==> src/rtl/dq2.sv <==
// Two-lane streaming JPEG dequantizer: packed signed 16-bit coefficient pairs are
// scaled by a loadable 64-entry Q table and saturated back to 16 bits.

module dq2_lane #(
    parameter int QW = 16
) (
    input  logic signed [15:0]   coef,
    input  logic        [QW-1:0] q,
    output logic        [15:0]   res
);
    localparam int PW = QW + 17;
    localparam logic signed [PW-1:0] MAXV = PW'(32767);
    localparam logic signed [PW-1:0] MINV = -PW'(32768);

    logic signed [PW-1:0] c_ext, q_ext, p;

    // q is unsigned; zero-extend so the product stays signed and exact
    assign c_ext = PW'(coef);
    assign q_ext = PW'({1'b0, q});
    assign p     = c_ext * q_ext;

    always_comb begin
        res = p[15:0];
        if (p > MAXV)      res = 16'h7fff;
        else if (p < MINV) res = 16'h8000;
    end
endmodule

module dq2 #(
    parameter int QW    = 16,
    parameter int WORDS = 32
) (
    input  logic          clk_i,
    input  logic          rst_ni,
    input  logic          clr_i,
    input  logic          qt_we_i,
    input  logic [5:0]    qt_addr_i,
    input  logic [QW-1:0] qt_data_i,
    input  logic          in_valid_i,
    output logic          in_ready_o,
    input  logic [31:0]   x_i,
    output logic          out_valid_o,
    input  logic          out_ready_i,
    output logic [31:0]   x_o,
    output logic          out_last_o
);
    localparam int NUM_LANES = 2;
    localparam int VEC_W     = 16;
    localparam int STAGES    = 2;
    localparam int CW        = $clog2(WORDS);

    logic [63:0][QW-1:0]                qt;
    logic [CW-1:0]                      cnt;
    logic [STAGES:1]                    vld_pipe;
    logic                               en, last1;
    logic [NUM_LANES-1:0][VEC_W-1:0]    x1, res;
    logic [NUM_LANES-1:0][QW-1:0]       q_rd, q1;

    assign en          = ~out_valid_o | out_ready_i;
    assign in_ready_o  = en & ~clr_i;
    assign out_valid_o = vld_pipe[STAGES];

    // Lane 1 carries the even coefficient (upper half), lane 0 the odd one
    for (genvar i = 0; i < NUM_LANES; i++) begin : g_lane
        assign q_rd[i] = qt[6'(2 * int'(cnt) + NUM_LANES - 1 - i)];
        dq2_lane #(.QW(QW)) u_lane (
            .coef (x1[i]),
            .q    (q1[i]),
            .res  (res[i])
        );
    end

    always_ff @(posedge clk_i or negedge rst_ni) begin
        if (!rst_ni) begin
            for (int j = 0; j < 64; j++) qt[j] <= QW'(1);
        end else if (qt_we_i) begin
            qt[qt_addr_i] <= qt_data_i;
        end
    end

    always_ff @(posedge clk_i or negedge rst_ni) begin
        if (!rst_ni) begin
            vld_pipe   <= '0;
            cnt        <= '0;
            x1         <= '0;
            q1         <= '0;
            last1      <= 1'b0;
            x_o        <= '0;
            out_last_o <= 1'b0;
        end else if (clr_i) begin
            vld_pipe   <= '0;
            cnt        <= '0;
            out_last_o <= 1'b0;
        end else if (en) begin
            vld_pipe <= {vld_pipe[STAGES-1:1], in_valid_i};
            if (in_valid_i) begin
                x1    <= x_i;
                q1    <= q_rd;
                last1 <= (cnt == CW'(WORDS - 1));
                cnt   <= (cnt == CW'(WORDS - 1)) ? '0 : cnt + CW'(1);
            end
            // x_o only moves on a real word so a bubble leaves the last result visible
            if (vld_pipe[1]) x_o <= res;
            out_last_o <= vld_pipe[1] & last1;
        end
    end
endmodule

==> config.mk <==
export PLATFORM = sky130hd
export DESIGN_NAME = dq2
export DESIGN_NICKNAME = d
export VERILOG_FILES = /design/src/rtl/dq2.sv
export SDC_FILE = /design/constraint.sdc
export NUM_CORES = 2
export LEC_CHECK = 0
export CAP_MARGIN = 40
export CORE_MARGIN = 2
export CORE_UTILIZATION = 30
export DETAILED_ROUTE_END_ITERATION = 8
export PLACE_DENSITY = 0.52
export RECOVER_POWER = 50
export SLEW_MARGIN = 20
export SYNTH_ARGS = -nofsm -noshare
export SYNTH_HDL_FRONTEND = slang
export SYNTH_HIERARCHICAL = 1
export SYNTH_SLANG_ARGS = --single-unit
==> constraint.sdc <==
create_clock -name clk_i -period 10.6 [get_ports clk_i]
set_input_delay 1.06 -clock clk_i [delete_from_list [all_inputs] [get_ports clk_i]]
set_output_delay 1.06 -clock clk_i [all_outputs]
set_load 0.005 [all_outputs]
==> results.cfg <==
[synth]
synthesis.instances = 5562
synth_top_area_share_pct = 38.2
synthArstFlopShare_pct = 100
synth_edf_count = 0
yosysTopAreaCell = dfrtp_1
yosysWarnings = 6
synth_nets = 6258
synth_xor_area_share_pct = 0.652
seq_area_frac_synth_pct = 40.6
yosys.area_share.simple_pct = 7.01
yosysUniqueCellTypes = 103
ys_seq_elements = 1129
synth_fa_ha_area_share_pct = 15.6
muxShareOfSynthArea_pct = 26.6
synth_top_family_by_area = multiplexers
avgSynthCellArea_sq_um = 12.6
synth_area_leaders = dfrtp_1 (38%), mux2_2 (18%), fa_1 (11%), mux4_2 (6.3%), ha_1 (4.4%)
synth.cell_area_sq_um = 69800
synth_compound_area_share_pct = 4.27
synth_ff_type = dfrtp_1

[timing]
timing_hold_violations_final = 0
finalSetupTns_ns = 0
rsz0062_at_grt = no
fmax_mhz = 124
relSlewSlack_pct = -194
holdWs_ns = 0.486
setup_viol = 0
worst_pin_slew_ns = 4.42
min_period_ns = 8.07
finalCritPeriodShare_pct = 76.1
skew_ns = 0.0535
maxSlewViolCount = 550

[clocking]
ctsHoldBuffers = 0
cts_sinks = 1129
insertion_delay_ns = 0.79
clk_pin_slew_ns = 0.06
cts_tree = yes
post_cts_resized = 0
clk_path_buf_depth = 3
post-cts-setup-buffers = 0
cts_root_buffer = clkbuf_16
cts_max_level = 4
numCtsBuffers = 132

[layout]
stdcell_area_sq_um = 78400
final_common_cell = mux2_2
final_util_pct = 33.8
drive_gt1_share_pct = 31.8
layout_common_cells = mux2_2 (1119), dfrtp_1 (1062), inv_1 (489)
area_growth_pct = 12.3
final_nets = 6217
layout.cells.non_filler = 8669
nFillCells = 22800

[critical_path]
critical_path_arrival_ns = 8.70
critPathLaunch = q1[8]
worstSetupPathType = register to register
cp-end-kind = register
crit_family = adder cells
cp_num_buf_inv = 4
critPathMaxFanout = 17
critPathMaxStageDelay_ns = 0.86
cp_slowest_cell = dfrtp_1
path_cells = nand2_1, fa_1, fa_1, fa_1, fa_1, inv_1, fa_1, inv_1, fa_1, inv_1, ha_1, nand4_1, nor4b_1, o31ai_1, and3_1, o21ai_0, or4bb_1, o41ai_4, buf_4, a22oi_1, mux2_1
crit_required_ns = 11.24
cpMostUsedCell = fa_1
r2r-start = q1[8]
startpoint_type = register
r2r_slack_ns = 2.53

[floorplanning]
die_area_sq_um = 237000
design.core.area_sq_um = 232000
start_util_pct = 30.1
rows = 177
ios = 95
fp.dieH_um = 486
die_w_um = 486

[route]
drtPass1Iterations = 5
vias_per_cell = 4.98
drcViolationCount = 0
drtIter0Drc = 2494
vias = 43200
routed_wl_um = 189000
post_drt_wl_per_cell_um = 21.8
ant_nets = 0

[global_routing]
antenna_found_initial = 11
grt_pass1_wl_um = 294000
grt_max_degree = 171
grt_use_total_pct = 16.0
grt_pass1_vias = 46500
grt.overflow.total = 0

[placement]
portBuffers = 94
dp.cells = 8424
dp_hpwl_um = 124000
placed_cell_area_sq_um = 74000
place_congestion = 0.854

[pwr]
p_per_area_nw_per_um2 = 293
pwr-share-comb_pct = 56.0
total_leakage_power_nw = 36.2
p_clk_share_pct = 20.2
p_sw_mw = 10.1
internal-power_mw = 12.9
peakVddDrop_v = 0.000584
switching_share_pct = 43.9
seq_power_share_pct = 23.8

[job]
drv_cap = 12

[worst_hold_path]
hold_start = x_o[30]
hp-class = register to register

[outcome]
violations = capacitance limit, slew limit
status = complete, but fails checks
-- synth_stat cells (15+ instances only) --
library cell  instances
mux2_2             1119
dfrtp_1            1065
inv_1               489
nand2_1             445
fa_1                388
ha_1                248
and2_1              242
clkbuf_1            223
mux4_2              194
mux2i_1             137
nor2_1              102
o22ai_1              79
buf_2                74
a21oi_1              66
dfstp_2              64
o21ai_0              48
a221oi_1             40
buf_1                33
nand2b_1             31
buf_4                30
nand3_1              27
xnor2_1              26
xor2_1               26
buf_6                23
a22o_1               21
a21o_1               20
mux2_1               19
nor2_2               17
nor3_1               17
o31ai_1              15
-- state kept, by name (all words and copies together) (netlist names) --
name,flops
cnt,5
last1,1
out_last_o,1
q1,32
qt,1024
vld_pipe,2
x1,32
x_o,32
-- worst paths after layout --
path	endpoint	cells past startpoint
setup reg to reg	x_o[2]	21
hold / removal	x_o[30]	1
min in group asynchronous	x_o[31]	1
max in group asynchronous	qt[206]	5
hold reg to reg	x_o[30]	1
setup / recovery	x_o[2]	21
-- cell families after synthesis --
logic type	count (synthesis)
buffers and inverters	879
adder cells (fa/ha/maj)	636
XOR/XNOR	52
multiplexers	1469
AND/OR/NAND/NOR	988
flip-flops	1129
AO/OA/AOI/OAI	409
-- final cells by class --
cell class	count	area, sq um	area share (%)
antenna	3	7.51	0.00957
multi-input combinational	3554	37800	48.2
clock inverter	40	632	0.806
inverter	491	1840	2.35
clock buffer	196	3860	4.93
tap	3043	3810	4.85
sequential	1129	28300	36.1
timing repair buffer	213	2110	2.69
-- worst reg2reg max path, delay by kind of cell, from the launching register on --
| family | cells | cell delay [ns] |
|---|---|---|
| AND/OR/NAND/NOR | 5 | 1.83 |
| flip-flops | 1 | 0.86 |
| AO/OA/AOI/OAI | 4 | 1.04 |
| buffers and inverters | 4 | 0.42 |
| multiplexers | 1 | 0.32 |
| adder cells (fa/ha/maj) | 7 | 3.46 |
-- power by group through the flow --
stage               Clock [mW]  Combinational, mW  Sequential [mW]
detailed placement           0               12.8             5.56
CTS                       4.77               12.9             5.48
global route              4.97               14.5             5.56
finish                    4.64               12.9             5.48
global placement             0               12.7             5.52
floorplan                    0               9.94             5.25
-- metrics by stage --
stage | power [mW] | setup WS (ns)
finish | 23.0 | 2.53
detailed placement | 18.3 | 2.64
CTS | 23.1 | 2.63
floorplan | 15.2 | 3.56
global placement | 18.2 | 2.35
global route | 25.0 | 1.15
-- per-layer routing --
metal / global-route usage [%] / up-vias / share of wire (%) / wire length [um]
met1: 23.1 / 23000 / 48 / 91200
met4: 3.56 / 12 / 1.8 / 3430
met2: 25.2 / 851 / 45 / 85700
met5: 0 / - / 0.042 / 79
met3: 2.73 / 213 / 4.4 / 8230
li1: - / 19100 / - / -
(Power assumes the default switching activity.)
